==> src/rtl/spi_seq_pkg.sv <==
`default_nettype none
// ============================================================================
//  Module      : spi_seq_pkg
//  Description : Shared definitions for the SPI flash read sequencer:
//                SPI controller register offsets, STATUS field positions and
//                the sequencer state encoding.
//  Revision    : 1.0 - initial release
// ============================================================================
package spi_seq_pkg;

    // SPI controller register offsets (relative to BASE_ADDR)
    localparam logic [7:0] c_reg_status = 8'h00;
    localparam logic [7:0] c_reg_clkdiv = 8'h04;
    localparam logic [7:0] c_reg_spicmd = 8'h08;
    localparam logic [7:0] c_reg_spiadr = 8'h0C;
    localparam logic [7:0] c_reg_spilen = 8'h10;
    localparam logic [7:0] c_reg_spidum = 8'h14;
    localparam logic [7:0] c_reg_rxfifo = 8'h20;

    // STATUS field positions
    localparam int c_stat_rd     = 0;   // start standard read (write)
    localparam int c_stat_qrd    = 2;   // start quad read (write)
    localparam int c_stat_swrst  = 4;   // software reset (write)
    localparam int c_stat_cs_lsb = 8;
    localparam int c_stat_cs_msb = 11;
    localparam int c_stat_rx_lsb = 16;  // RX FIFO element count (read)
    localparam int c_stat_rx_msb = 23;
    localparam int c_stat_idle   = 0;   // controller idle (read)

    // Sequencer states
    typedef enum logic [3:0] {
        S_IDLE      = 4'd0,
        S_WR_CLKDIV = 4'd1,
        S_WR_CMD    = 4'd2,
        S_WR_ADR    = 4'd3,
        S_WR_LEN    = 4'd4,
        S_WR_DUM    = 4'd5,
        S_WR_GO     = 4'd6,
        S_POLL      = 4'd7,
        S_RD_FIFO   = 4'd8,
        S_WAIT_IDLE = 4'd9,
        S_ERR_RST   = 4'd10,
        S_DONE      = 4'd11
    } seq_state_t;

endpackage : spi_seq_pkg
`default_nettype wire

==> src/rtl/spi_apb_mst.sv <==
`default_nettype none
// ============================================================================
//  Module      : spi_apb_mst
//  Description : Single-access APB master engine. A start pulse while idle
//                captures address/data/direction and runs one SETUP + ACCESS
//                transfer; ack pulses in the cycle the access completes.
//  Revision    : 1.0 - initial release
// ============================================================================
module spi_apb_mst #(
    parameter int APB_ADDR_WIDTH = 12
) (
    input  logic                      clk,
    input  logic                      rst_n,
    input  logic                      start,
    input  logic [APB_ADDR_WIDTH-1:0] addr,
    input  logic [31:0]               wdata,
    input  logic                      write,
    output logic [31:0]               rdata,
    output logic                      ack,
    output logic                      slverr,
    output logic [APB_ADDR_WIDTH-1:0] m_paddr,
    output logic [31:0]               m_pwdata,
    output logic                      m_pwrite,
    output logic                      m_psel,
    output logic                      m_penable,
    input  logic [31:0]               m_prdata,
    input  logic                      m_pready,
    input  logic                      m_pslverr
);

    typedef enum logic [1:0] {
        A_IDLE   = 2'd0,
        A_SETUP  = 2'd1,
        A_ACCESS = 2'd2
    } apb_state_t;

    apb_state_t                r_state;
    apb_state_t                w_next;
    logic [APB_ADDR_WIDTH-1:0] r_addr;
    logic [31:0]               r_wdata;
    logic                      r_write;

    // State register; reset abandons any access in flight
    always_ff @(posedge clk or negedge rst_n) begin
        if (!rst_n) r_state <= A_IDLE;
        else        r_state <= w_next;
    end

    // Next-state: SETUP always lasts one cycle, ACCESS waits for pready
    always_comb begin
        w_next = r_state;
        case (r_state)
            A_IDLE:   if (start)    w_next = A_SETUP;
            A_SETUP:                w_next = A_ACCESS;
            A_ACCESS: if (m_pready) w_next = A_IDLE;
            default:                w_next = A_IDLE;
        endcase
    end

    // Capture the access attributes when a transfer is launched
    always_ff @(posedge clk or negedge rst_n) begin
        if (!rst_n) begin
            r_addr  <= '0;
            r_wdata <= '0;
            r_write <= 1'b0;
        end else if (r_state == A_IDLE && start) begin
            r_addr  <= addr;
            r_wdata <= wdata;
            r_write <= write;
        end
    end

    assign m_psel    = (r_state != A_IDLE);
    assign m_penable = (r_state == A_ACCESS);
    assign m_paddr   = r_addr;
    assign m_pwdata  = r_wdata;
    assign m_pwrite  = r_write & m_psel;
    assign ack       = m_penable & m_pready;
    assign slverr    = ack & m_pslverr;
    assign rdata     = m_prdata;

endmodule : spi_apb_mst
`default_nettype wire

==> src/rtl/spi_flash_rd_seq.sv <==
`default_nettype none
// ============================================================================
//  Module      : spi_flash_rd_seq
//  Description : APB-master sequencer running complete SPI flash reads:
//                programs the controller, triggers the transfer, drains the
//                RX FIFO into a single-slot valid/ready output.
//                Optional watchdog on polling: define SPI_SEQ_TIMEOUT_EN.
//  Revision    : 1.0 - initial release
// ============================================================================
module spi_flash_rd_seq
    import spi_seq_pkg::*;
#(
    parameter int          APB_ADDR_WIDTH = 12,
    parameter int unsigned BASE_ADDR      = 0,
    parameter logic [7:0]  CLK_DIV        = 8'd2,
    parameter logic [7:0]  CMD_STD        = 8'h03,
    parameter logic [7:0]  CMD_QUAD       = 8'hEB,
    parameter logic [15:0] DUMMY_QUAD     = 16'd6,
    parameter int          CS_SEL         = 2
) (
    input  logic                      HCLK,
    input  logic                      HRESETn,
    input  logic                      req_valid,
    output logic                      req_ready,
    input  logic [23:0]               req_addr,
    input  logic [10:0]               req_nwords,
    input  logic                      req_quad,
    output logic                      rsp_valid,
    input  logic                      rsp_ready,
    output logic [31:0]               rsp_data,
    output logic                      done,
    output logic                      err,
    output logic                      busy,
    output logic [APB_ADDR_WIDTH-1:0] m_paddr,
    output logic [31:0]               m_pwdata,
    output logic                      m_pwrite,
    output logic                      m_psel,
    output logic                      m_penable,
    input  logic [31:0]               m_prdata,
    input  logic                      m_pready,
    input  logic                      m_pslverr
);

    seq_state_t  r_state;
    seq_state_t  w_next;
    logic [23:0] r_addr;
    logic [10:0] r_nwords;
    logic [10:0] r_remain;
    logic        r_quad;
    logic        r_err;
    logic        r_rsp_valid;
    logic [31:0] r_rsp_data;

    logic [7:0]  w_off;
    logic [31:0] w_wdata;
    logic        w_write;
    logic        w_access;
    logic        w_start;
    logic [31:0] w_rdata;
    logic        w_ack;
    logic        w_slverr;
    logic        w_slot_free;
    logic        w_rx_avail;
    logic        w_wdog_exp;
    logic [31:0] w_go;
    logic [3:0]  w_cs;
    logic [APB_ADDR_WIDTH-1:0] w_paddr;

    assign w_cs        = 4'b0001 << CS_SEL;
    assign w_paddr     = APB_ADDR_WIDTH'(BASE_ADDR) + APB_ADDR_WIDTH'(w_off);
    assign w_start     = w_access & ~m_psel;
    assign w_slot_free = ~r_rsp_valid | rsp_ready;
    assign w_rx_avail  = (w_rdata[c_stat_rx_msb:c_stat_rx_lsb] != 8'h00);

    // Controller launch word: chip select plus std/quad read start bit
    always_comb begin
        w_go = '0;
        w_go[c_stat_cs_msb:c_stat_cs_lsb] = w_cs;
        w_go[c_stat_qrd] = r_quad;
        w_go[c_stat_rd]  = ~r_quad;
    end

    spi_apb_mst #(
        .APB_ADDR_WIDTH (APB_ADDR_WIDTH)
    ) u_apb (
        .clk       (HCLK),
        .rst_n     (HRESETn),
        .start     (w_start),
        .addr      (w_paddr),
        .wdata     (w_wdata),
        .write     (w_write),
        .rdata     (w_rdata),
        .ack       (w_ack),
        .slverr    (w_slverr),
        .m_paddr   (m_paddr),
        .m_pwdata  (m_pwdata),
        .m_pwrite  (m_pwrite),
        .m_psel    (m_psel),
        .m_penable (m_penable),
        .m_prdata  (m_prdata),
        .m_pready  (m_pready),
        .m_pslverr (m_pslverr)
    );

`ifdef SPI_SEQ_TIMEOUT_EN
    logic [15:0] r_wdog;

    // Watchdog: counts polling cycles, reloaded whenever a word is read
    always_ff @(posedge HCLK or negedge HRESETn) begin
        if (!HRESETn) begin
            r_wdog <= '0;
        end else if (r_state == S_POLL || r_state == S_WAIT_IDLE) begin
            if (r_wdog != 16'hFFFF) r_wdog <= r_wdog + 16'd1;
        end else if (r_state != S_RD_FIFO || w_ack) begin
            r_wdog <= '0;
        end
    end

    assign w_wdog_exp = (r_wdog == 16'hFFFF);
`else
    assign w_wdog_exp = 1'b0;
`endif

    // Sequencer state register
    always_ff @(posedge HCLK or negedge HRESETn) begin
        if (!HRESETn) r_state <= S_IDLE;
        else          r_state <= w_next;
    end

    // Next-state and APB access selection; each access state waits for ack
    always_comb begin
        w_next   = r_state;
        w_off    = c_reg_status;
        w_wdata  = '0;
        w_write  = 1'b0;
        w_access = 1'b0;
        case (r_state)
            S_IDLE: if (req_valid) w_next = S_WR_CLKDIV;
            S_WR_CLKDIV: begin
                w_access = 1'b1; w_write = 1'b1; w_off = c_reg_clkdiv;
                w_wdata  = {24'h0, CLK_DIV};
                if (w_ack) w_next = S_WR_CMD;
            end
            S_WR_CMD: begin
                w_access = 1'b1; w_write = 1'b1; w_off = c_reg_spicmd;
                w_wdata  = {(r_quad ? CMD_QUAD : CMD_STD), 24'h0};
                if (w_ack) w_next = S_WR_ADR;
            end
            S_WR_ADR: begin
                w_access = 1'b1; w_write = 1'b1; w_off = c_reg_spiadr;
                w_wdata  = {r_addr, 8'h0};
                if (w_ack) w_next = S_WR_LEN;
            end
            S_WR_LEN: begin
                // data bits in [31:16], 24 address bits, 8 command bits
                w_access = 1'b1; w_write = 1'b1; w_off = c_reg_spilen;
                w_wdata  = {r_nwords, 5'b0, 2'b0, 6'd24, 2'b0, 6'd8};
                if (w_ack) w_next = S_WR_DUM;
            end
            S_WR_DUM: begin
                w_access = 1'b1; w_write = 1'b1; w_off = c_reg_spidum;
                w_wdata  = {16'h0, (r_quad ? DUMMY_QUAD : 16'h0)};
                if (w_ack) w_next = S_WR_GO;
            end
            S_WR_GO: begin
                w_access = 1'b1; w_write = 1'b1; w_off = c_reg_status;
                w_wdata  = w_go;
                if (w_ack) w_next = S_POLL;
            end
            S_POLL: begin
                w_access = 1'b1;
                if (w_ack) begin
                    if (w_rx_avail && w_slot_free) w_next = S_RD_FIFO;
                    else if (w_wdog_exp)           w_next = S_ERR_RST;
                end
            end
            S_RD_FIFO: begin
                w_access = 1'b1; w_off = c_reg_rxfifo;
                if (w_ack) w_next = (r_remain == 11'd1) ? S_WAIT_IDLE : S_POLL;
            end
            S_WAIT_IDLE: begin
                w_access = 1'b1;
                if (w_ack) begin
                    if (w_rdata[c_stat_idle]) w_next = S_DONE;
                    else if (w_wdog_exp)      w_next = S_ERR_RST;
                end
            end
            S_ERR_RST: begin
                w_access = 1'b1; w_write = 1'b1; w_off = c_reg_status;
                w_wdata  = 32'h1 << c_stat_swrst;
                if (w_ack) w_next = S_DONE;
            end
            S_DONE:  w_next = S_IDLE;
            default: w_next = S_IDLE;
        endcase
        // Any failed access aborts into the controller reset, except the reset itself
        if (w_slverr && r_state != S_ERR_RST) w_next = S_ERR_RST;
    end

    // Request capture, word counting, output slot and error flag
    always_ff @(posedge HCLK or negedge HRESETn) begin
        if (!HRESETn) begin
            r_addr      <= '0;
            r_nwords    <= '0;
            r_remain    <= '0;
            r_quad      <= 1'b0;
            r_err       <= 1'b0;
            r_rsp_valid <= 1'b0;
            r_rsp_data  <= '0;
        end else begin
            if (r_state == S_IDLE && req_valid) begin
                r_addr   <= req_addr;
                r_nwords <= req_nwords;
                r_remain <= req_nwords;
                r_quad   <= req_quad;
                r_err    <= 1'b0;
            end
            if (r_rsp_valid && rsp_ready) r_rsp_valid <= 1'b0;
            if (r_state == S_RD_FIFO && w_ack && !w_slverr) begin
                r_rsp_valid <= 1'b1;
                r_rsp_data  <= w_rdata;
                r_remain    <= r_remain - 11'd1;
            end
            if (w_next == S_ERR_RST && r_state != S_ERR_RST) begin
                r_err       <= 1'b1;
                r_rsp_valid <= 1'b0;
            end
        end
    end

    assign req_ready = (r_state == S_IDLE);
    assign busy      = (r_state != S_IDLE);
    assign done      = (r_state == S_DONE);
    assign err       = (r_state == S_DONE) & r_err;
    assign rsp_valid = r_rsp_valid;
    assign rsp_data  = r_rsp_data;

endmodule : spi_flash_rd_seq
`default_nettype wire
==> config.mk <==
export PLATFORM = sky130hd
export DESIGN_NAME = spi_flash_rd_seq
export DESIGN_NICKNAME = d
export VERILOG_FILES = /design/src/rtl/spi_seq_pkg.sv /design/src/rtl/spi_apb_mst.sv /design/src/rtl/spi_flash_rd_seq.sv
export SDC_FILE = /design/constraint.sdc
export NUM_CORES = 1
export LEC_CHECK = 0
export CORE_ASPECT_RATIO = 0.5
export CORE_MARGIN = 3
export CORE_UTILIZATION = 40
export CTS_BUF_LIST = sky130_fd_sc_hd__clkbuf_4
export DETAILED_ROUTE_END_ITERATION = 8
export PLACE_DENSITY = 0.79
export SLEW_MARGIN = 20
export SYNTH_ARGS = -nofsm -noshare
export SYNTH_HDL_FRONTEND = slang
export SYNTH_SLANG_ARGS = --single-unit
==> constraint.sdc <==
create_clock -name HCLK -period 4.9 [get_ports HCLK]
set_input_delay 0.49 -clock HCLK [delete_from_list [all_inputs] [get_ports HCLK]]
set_output_delay 0.49 -clock HCLK [all_outputs]
set_load 0.05 [all_outputs]
**Word level (Yosys, flattened, before mapping)**

Cells that the tools add are included.

- Flip-flop bits (word level): 128
- Input port bits: 74
- Output and inout bits: 84
- Logic and storage cells: 92

- $add $sub $neg: 1
- Eq/ne operators: 18
- Mux-type cells: 32
- Bitwise operators: 9
- Reduce and logical (&&, ||, !) cells: 20

Operator list:

| kind | number |
|---|---|
| 32-bit case mux with 7 select lines | 1 |
| 4-bit two-way mux | 15 |
| 4-bit case mux with 11 select lines | 1 |
| 6-bit case mux with 6 select lines | 1 |
| 11-bit two-way mux | 2 |
| 4-bit == test, second input constant | 5 |
| 4-bit by 3-bit == test with 1-bit output, second input constant | 4 |
| 11-bit by 1-bit == test with 1-bit output, second input constant | 1 |
| 11-bit by 1-bit subtractor with 11-bit output, second input constant | 1 |
| 10-bit OR reduction | 1 |
| 4-bit by 2-bit == test with 1-bit output, second input constant | 2 |
| 1-bit logical AND | 8 |
| 8-bit two-way mux | 1 |
| 8-bit nonzero test | 1 |
| 1-bit two-way mux | 7 |
| 7-bit OR reduction | 1 |
| 2-bit case mux with 3 select lines | 1 |
| 2-bit nonzero test | 3 |
| 1-bit AND | 5 |
| 4-bit by 1-bit == test with 1-bit output, second input constant | 1 |
| 4-bit logical NOT | 1 |
| 2-bit two-way mux | 2 |
| 4-bit != test, second input constant | 1 |
| 4-bit nonzero test | 1 |
| 11 further kinds | 13 |

**Depth between registers and ports, before layout**

Gate-level depths: netlist of run 1.

- Depth after elaboration: 10
- Depth in mapped cells: 7
- Depth with buffers taken out: 5

**Hierarchy**

Synthesis of run 1 repeated with hierarchy kept, for this count alone.

- Cell total of the unflattened synthesis: 612
- Area total of the unflattened synthesis: 6224.7 um2

Modules (own cells, without submodules):

| module | instances | cells each | area each (um2) | seq. area each (um2) |
|---|---|---|---|---|
| spi_flash_rd_seq | 1 | 475 | 4001.3 | 2127.0 |
| spi_apb_mst | 1 | 137 | 2223.4 | 1176.1 |

**Worst setup path after synthesis of run 1**

Ideal clock, no wire load.

- Kind: reg2out
- From: reg r_state[1]
- To: out err
- Data arrival time: 2.049 ns
- Data required time: 4.410 ns
- Setup slack: 2.361 ns
- Stages on the path, launching flop included: 5
- Buffers on the path: 1
- Path through: dfrtp_1 -> clkbuf_1 -> nand2_1 -> nor2_1 -> and2_1

- Cells in the longest elaborated chain, start to end: 2

RTL lines:

| element | line | RTL |
|---|---|---|
| from (decl) | spi_flash_rd_seq.sv:44 | `seq_state_t r_state;` |
| from (signal assigned) | spi_flash_rd_seq.sv:127 | `else r_state <= w_next;` |
| 4-bit == test | - |  |
| net done | spi_flash_rd_seq.sv:31 | `output logic done,` |
| 1-bit AND | spi_flash_rd_seq.sv:234 | `assign err = (r_state == S_DONE) & r_err;` |
| to (decl) | spi_flash_rd_seq.sv:32 | `output logic err,` |

The timed path passes the listed nets, and every way through them passes these cells.

**Worst setup path after layout of run 1**

- From: reg r_state[0]
- To: out req_ready

- Cells in the longest elaborated chain, start to end: 1

RTL lines:

| element | line | RTL |
|---|---|---|
| 4-bit logical NOT | spi_flash_rd_seq.sv:231 | `assign req_ready = (r_state == S_IDLE);` |
| to (decl) | spi_flash_rd_seq.sv:24 | `output logic req_ready,` |

Every way passes these cells.

==> results of run 1 <==
-- cell type report --
type                       count  area, um2  share of cell area [%]
inverter                      12       45.0                   0.620
antenna                        1       2.50                  0.0344
sequential                   121       3030                    41.6
multi-input combinational    442       2190                    30.1
clock buffer                  21        158                    2.17
tap                          170        213                    2.93
timing repair buffer         153       1510                    20.8
clock inverter                11        121                    1.67
-- power groups by stage --
stage               combinational (mW)  sequential [mW]  clock, mW
finish                            2.35             1.73      0.711
detailed placement                2.35             1.74          0
CTS                               2.36             1.72      0.725
global placement                  2.31             1.72          0
global route                      2.54             1.79      0.770
floorplan                         1.08             2.22          0
-- stage by stage --
step	std cells	total power, mW
after floorplan	621	3.30
after global placement	898	4.03
after detailed placement	898	4.09
after CTS	930	4.80
after global routing	931	5.10
final	931	4.79
-- cells in the final DEF, fill, tap and decap left out, drive strengths merged, types with 5 or more instances in the layout --
cell and count:
conb 11, o21ai 36, a21o 5, clkbuf 21
a21oi 16, dfrtp 121, nor3 10, mux2 5
a22oi 8, inv 13, o211ai 10, nor2 13
nand2 251, buf 8, a22o 6, clkdlybuf4s50 145
nand3 7
-- sequential cells by signal, indices dropped and copies added, names as in the netlist, 2 cells and up --
signal,count
rsp_data,32
u_apb.m_pwdata,29
r_addr,24
r_nwords,11
r_remain,11
r_state,4
u_apb.m_paddr,4
u_apb.r_state,2
-- routing by layer --
layer,track usage (%),vias up
met5,0,-
met4,6.57,0
met3,4.37,23
met2,29.7,205
met1,25.7,2253
li1,-,2299
-- how the worst min path moves through the flow --
stage,start,end,slack [ns],cells past startpoint
floorplan,HRESETn,r_addr[0],0.19,0
global route,HRESETn,u_apb.m_pwdata[18],0.14,1
CTS,HRESETn,u_apb.m_pwdata[18],0.12,1
global placement,u_apb.r_write,u_apb.r_write,0.45,2
finish,HRESETn,u_apb.m_pwdata[18],0.10,1
detailed placement,u_apb.r_write,u_apb.r_write,0.46,2
-- cells by family after synthesis --
| logic type | after synthesis | share of synthesized area, % |
|---|---|---|
| flops | 121 | 55.6 |
| compound gates | 105 | 12.7 |
| buf+inv | 58 | 4.96 |
| fa+ha+maj | 2 | 0.459 |
| xor+xnor | 1 | 0.161 |
| mux | 8 | 1.58 |
| other cells | 1 | 0.0688 |
| simple gates | 315 | 24.5 |
==> flow_metrics.tcl, run 1 <==
set metrics [dict create \
    grtUsageTotal_pct 18.8 \
    synth.area.top_cells "dfrtp_1 56%, nand2_1 17%, o21ai_0 3.3%" \
    cp-startpoint "r_state[0]" \
    routed_wl_mm 14.1 \
    layout.nets 823 \
    hold_viol_final 0 \
    start_kind "flop" \
    synth-edff-count 0 \
    max_stage_delay_ns 0.82 \
    clock_sinks 121 \
    die_x_um 171 \
    area_growth_pct 33.5 \
    clkTransAtPathRegs_ns 0.12 \
    clkPwrFrac_pct 14.8 \
    ys_top_cells_by_count "251 x nand2_1, 121 x dfrtp_1, 36 x o21ai_0, 25 x clkbuf_1, 16 x a21oi_1" \
    outcome "finished, final reports clean" \
    power_density_nw_per_um2 659 \
    grt_setup_unrepaired "false" \
    drc 0 \
    power.switching_mw 2.28 \
    wl_per_cell_um 15.2 \
    synth_top_cell_area_share_pct 55.6 \
    cts_resized 0 \
    die_height_um 88.5 \
    power_frac_seq_pct 36.1 \
    cp_data_arrival_time_ns 2.81 \
    worstRegToRegCells 5 \
    dpl.hpwl_mm 9.70 \
    p_leak_nw 3.37 \
    fin_area_um2 7270 \
    place_area_um2 6990 \
    slew_violations 0 \
    path_delay_family "buffers and inverters" \
    final_util_pct 56.0 \
    dr_wl_met3_um 923 \
    cts_htree_levels 4 \
    grt_pass1_wl_mm 22.6 \
    fin_tns_setup_ns 0 \
    cts_buffers 17 \
    power_frac_comb_pct 49.1 \
    fp-row-count 29 \
    tightest_slew_ns 0.924 \
    firstDrtPassIters 5 \
    nFillCells 1167 \
    critPathMaxFanout 25 \
    synth-seq-cells 121 \
    finalCritPeriodShare_pct 67.3 \
    cp.depth 3 \
    post-route-min-period_ns 3.30 \
    antenna_found_initial 1 \
    wl_met1_mm 6.28 \
    ys_seq_area_share_pct 55.6 \
    fmax_ghz 0.303 \
    vias_per_cell 5.13 \
    swShare_pct 47.7 \
    syn-cell-area_um2 5450 \
    io_buffers 146 \
    top_layer_used "met4" \
    route.met2.wl_mm 6.68 \
    die_area_um2 15100 \
    clk_latency_ns 0.51 \
    end_kind "primary output" \
    slew_headroom_pct 38.4 \
    ir_drop_mv 0.274 \
    pre_cts_ws_ns 2.10 \
    place_congestion 0.907 \
    synth_cell_types 49 \
    yosys_warnings 0 \
    cts_tree "built" \
    yosysMostFrequentCell "nand2_1" \
    postSynthAreaPerCell_um2 8.92 \
    ff2ff_setup_slack_ns 2.01 \
    clockBufferDepth 2 \
    setup_slack_ns 1.60 \
    intPower_mw 2.51 \
    worstPathCellList "or4_1 -> inv_2 -> clkdlybuf4s50_1" \
    num_io_pins 158 \
    grt_pass1_vias 4448 \
    critPathBufInv 2 \
    synthFlopType "dfrtp_1" \
    vias 4780 \
    ant_nets 0 \
    drive_gt1_share_pct 6.71 \
    grt_max_degree 75 \
    ctsHoldBuffers 0 \
    cap_violations 0 \
    critical_path_class "flop to primary output" \
    setup_viol 0 \
    synthArstFlopShare_pct 100 \
    grt_overflow 0 \
    synthCells 611 \
    crit_path_end "req_ready" \
    worst_clock_skew_ns 0.0292 \
    drt-initial-drc-count 410 \
    slowest_stage "clkdlybuf4s50_1" \
    initial_core_util_pct 41.9 \
    whs_ns 0.102 \
    hp-class "input port to async pin" \
    postCtsSetupBuffers 0 \
    worstReg2RegStart "r_state[3]" \
    synth_top_area_cell "dfrtp_1" \
    core_um2 13000 \
    cts-root-buf "clkbuf_4" \
    rr_endpoint "r_remain[5]" \
    worstPathRequired_ns 4.41 \
]
Power figures use the tool's default switching activity.
==> run 2, diff against run 1 <==
==> constraint.sdc (replaced) <==
create_clock -name HCLK -period 3.35 [get_ports HCLK]
set_input_delay 0.335 -clock HCLK [delete_from_list [all_inputs] [get_ports HCLK]]
set_output_delay 0.335 -clock HCLK [all_outputs]
set_load 0.05 [all_outputs]
==> run 2 against run 1 <==
Against the previous run: sequential power rose by 44%; wire length grew 0.45%; global-route usage grew 0.25 points; non-clock buffer count increased by 9; register-to-register slack got worse by 1.3 ns; die area unchanged; critical path type unchanged; highest routed layer unchanged; sequential cell count unchanged; sequential share of layout area shrank 0.60 points; first-iteration DRC count is 4.4% lower; clock skew fell by 0.014 ns; utilization increased by 0.82 points.
==> flow_metrics.tcl, run 2 (same netlist as run 1, synthesis figures left out) <==
set metrics [dict create \
    vias 4767 \
    largest_register_ff_count 32 \
    initial_core_util_pct 41.9 \
    worst_clock_skew_ns 0.0153 \
    fin_area_um2 7380 \
    power_frac_comb_pct 49.3 \
    core_um2 13000 \
    swShare_pct 46.7 \
    pre_cts_ws_ns 0.721 \
    final_common_cell "nand2_1" \
    critical_path_class "flop to primary output" \
    min_to "rsp_data[9]" \
    setup_viol 0 \
    hp-class "input port to flop" \
    wl_per_cell_um 15.1 \
    clkPwrFrac_pct 16.0 \
    critPathMaxFanout 25 \
    drt-initial-drc-count 392 \
    place_congestion 0.896 \
    cts_tree "built" \
    num_io_pins 158 \
    fmax_ghz 0.317 \
    hold_viol_final 0 \
    clockBufferDepth 2 \
    tightest_slew_ns 0.753 \
    firstDrtPassIters 5 \
    rr_endpoint "r_remain[10]" \
    power.switching_mw 3.35 \
    die_area_um2 15100 \
    top_layer_used "met4" \
    slew_headroom_pct 49.4 \
    io_buffers 146 \
    antenna_found_initial 0 \
    postCtsSetupBuffers 0 \
    cts_buffers 17 \
    cts_htree_levels 4 \
    post-route-min-period_ns 3.15 \
    power_frac_seq_pct 34.6 \
    drc 0 \
    vias_per_cell 5.07 \
    layout.nets 832 \
    drive_gt1_share_pct 7.41 \
    worstPathRequired_ns 3.01 \
    fp-row-count 29 \
    finalCritPeriodShare_pct 94.1 \
    grt_pass1_vias 4558 \
    routed_wl_mm 14.2 \
    intPower_mw 3.83 \
    clk_latency_ns 0.51 \
    ir_drop_mv 0.426 \
    place_inst 906 \
    worstReg2RegStart "r_state[0]" \
    slew_violations 0 \
    cts-root-buf "clkbuf_4" \
    fin_tns_setup_ns 0 \
    end_kind "primary output" \
    outcome "finished, final reports clean" \
    dpl.hpwl_mm 10.1 \
    clock_sinks 121 \
    stdcell_count 940 \
    p_leak_nw 3.43 \
    ff2ff_setup_slack_ns 0.68 \
    power_density_nw_per_um2 973 \
    wl_met1_mm 6.36 \
    dr_wl_met3_um 845 \
    grt_setup_unrepaired "false" \
    min_from "m_prdata[9]" \
    area_growth_pct 35.4 \
    cp_data_arrival_time_ns 2.82 \
    cap_violations 0 \
    worstRegToRegCells 5 \
    die_height_um 88.5 \
    setup_slack_ns 0.197 \
    route.met2.wl_mm 6.75 \
    grt_max_degree 45 \
    ant_nets 0 \
    cts_resized 0 \
    place_area_um2 7050 \
    final_util_pct 56.8 \
    start_kind "flop" \
    grt_overflow 0 \
    grt_pass1_wl_mm 22.9 \
    layout_common_cells "251 x nand2_1, 145 x clkdlybuf4s50_1, 121 x dfrtp_1" \
    grtUsageTotal_pct 19.0 \
    holdPathStages 3 \
    clkTransAtPathRegs_ns 0.11 \
    die_x_um 171 \
]
==> run 2: changes by cell type in the layout (fill, tap and decap cells not counted), sizes merged <==
cell | before | now
inv | 13 | 11
buf | 8 | 16
bufinv | 2 | 4
dlygate4sd3 | 0 | 1
clkbuf | 21 | 18
clkinv | 4 | 7
==> run 2: cell type report <==
type                       count  area [um2]
fill                        1171        5610
sequential                   121        3030
multi-input combinational    442        2190
timing repair buffer         162        1580
tap                          170         213
clock inverter                14         180
clock buffer                  18         135
inverter                      12        45.0
antenna                        1        2.50
==> run 2: worst max-delay path by stage <==
stage	start	to	slack, ns	cells past startpoint
CTS	r_state[0]	req_ready	0.18	3
global placement	r_state[0]	req_ready	0.77	3
floorplan	r_state[0]	r_remain[10]	0.88	5
detailed placement	r_state[0]	r_remain[10]	0.72	4
finish	r_state[0]	req_ready	0.20	3
global route	r_state[0]	err	0.03	4
==> run 2: metrics by stage <==
step                      hold slack (ns)  power, mW
final                               0.339       7.18
after detailed placement            0.384       6.05
after global placement              0.363       5.97
after floorplan                    0.0394       4.83
after CTS                           0.293       7.21
after global routing                0.305       7.64
==> run 2: timing repair <==
action / CTS / global route
setup endpoints to repair: 0 / 0
hold buffers: 1 / 0
endpoints found under the hold margin: 41 / 0
==> run 2: critical path, stage by stage, from the launching register on <==
cell and delay, ns:
dfrtp_1 0.66, or4_1 0.71, inv_2 0.12, clkdlybuf4s50_1 0.82
==> run 2: power by group through the flow <==
stage	registers (mW)	logic, mW	clock network [mW]
3_5_place_dp	2.50	3.55	0
2_1_floorplan	3.25	1.58	0
5_1_grt	2.56	3.84	1.24
6_report	2.49	3.54	1.15
4_1_cts	2.48	3.56	1.18
3_3_place_gp	2.48	3.49	0
==> run 2: per-layer routing <==
| layer | vias to the layer above | global-route usage [%] |
|---|---|---|
| li1 | 2316 | - |
| met3 | 23 | 4.02 |
| met2 | 169 | 30.2 |
| met5 | - | 0 |
| met1 | 2259 | 26.4 |
| met4 | 0 | 6.42 |
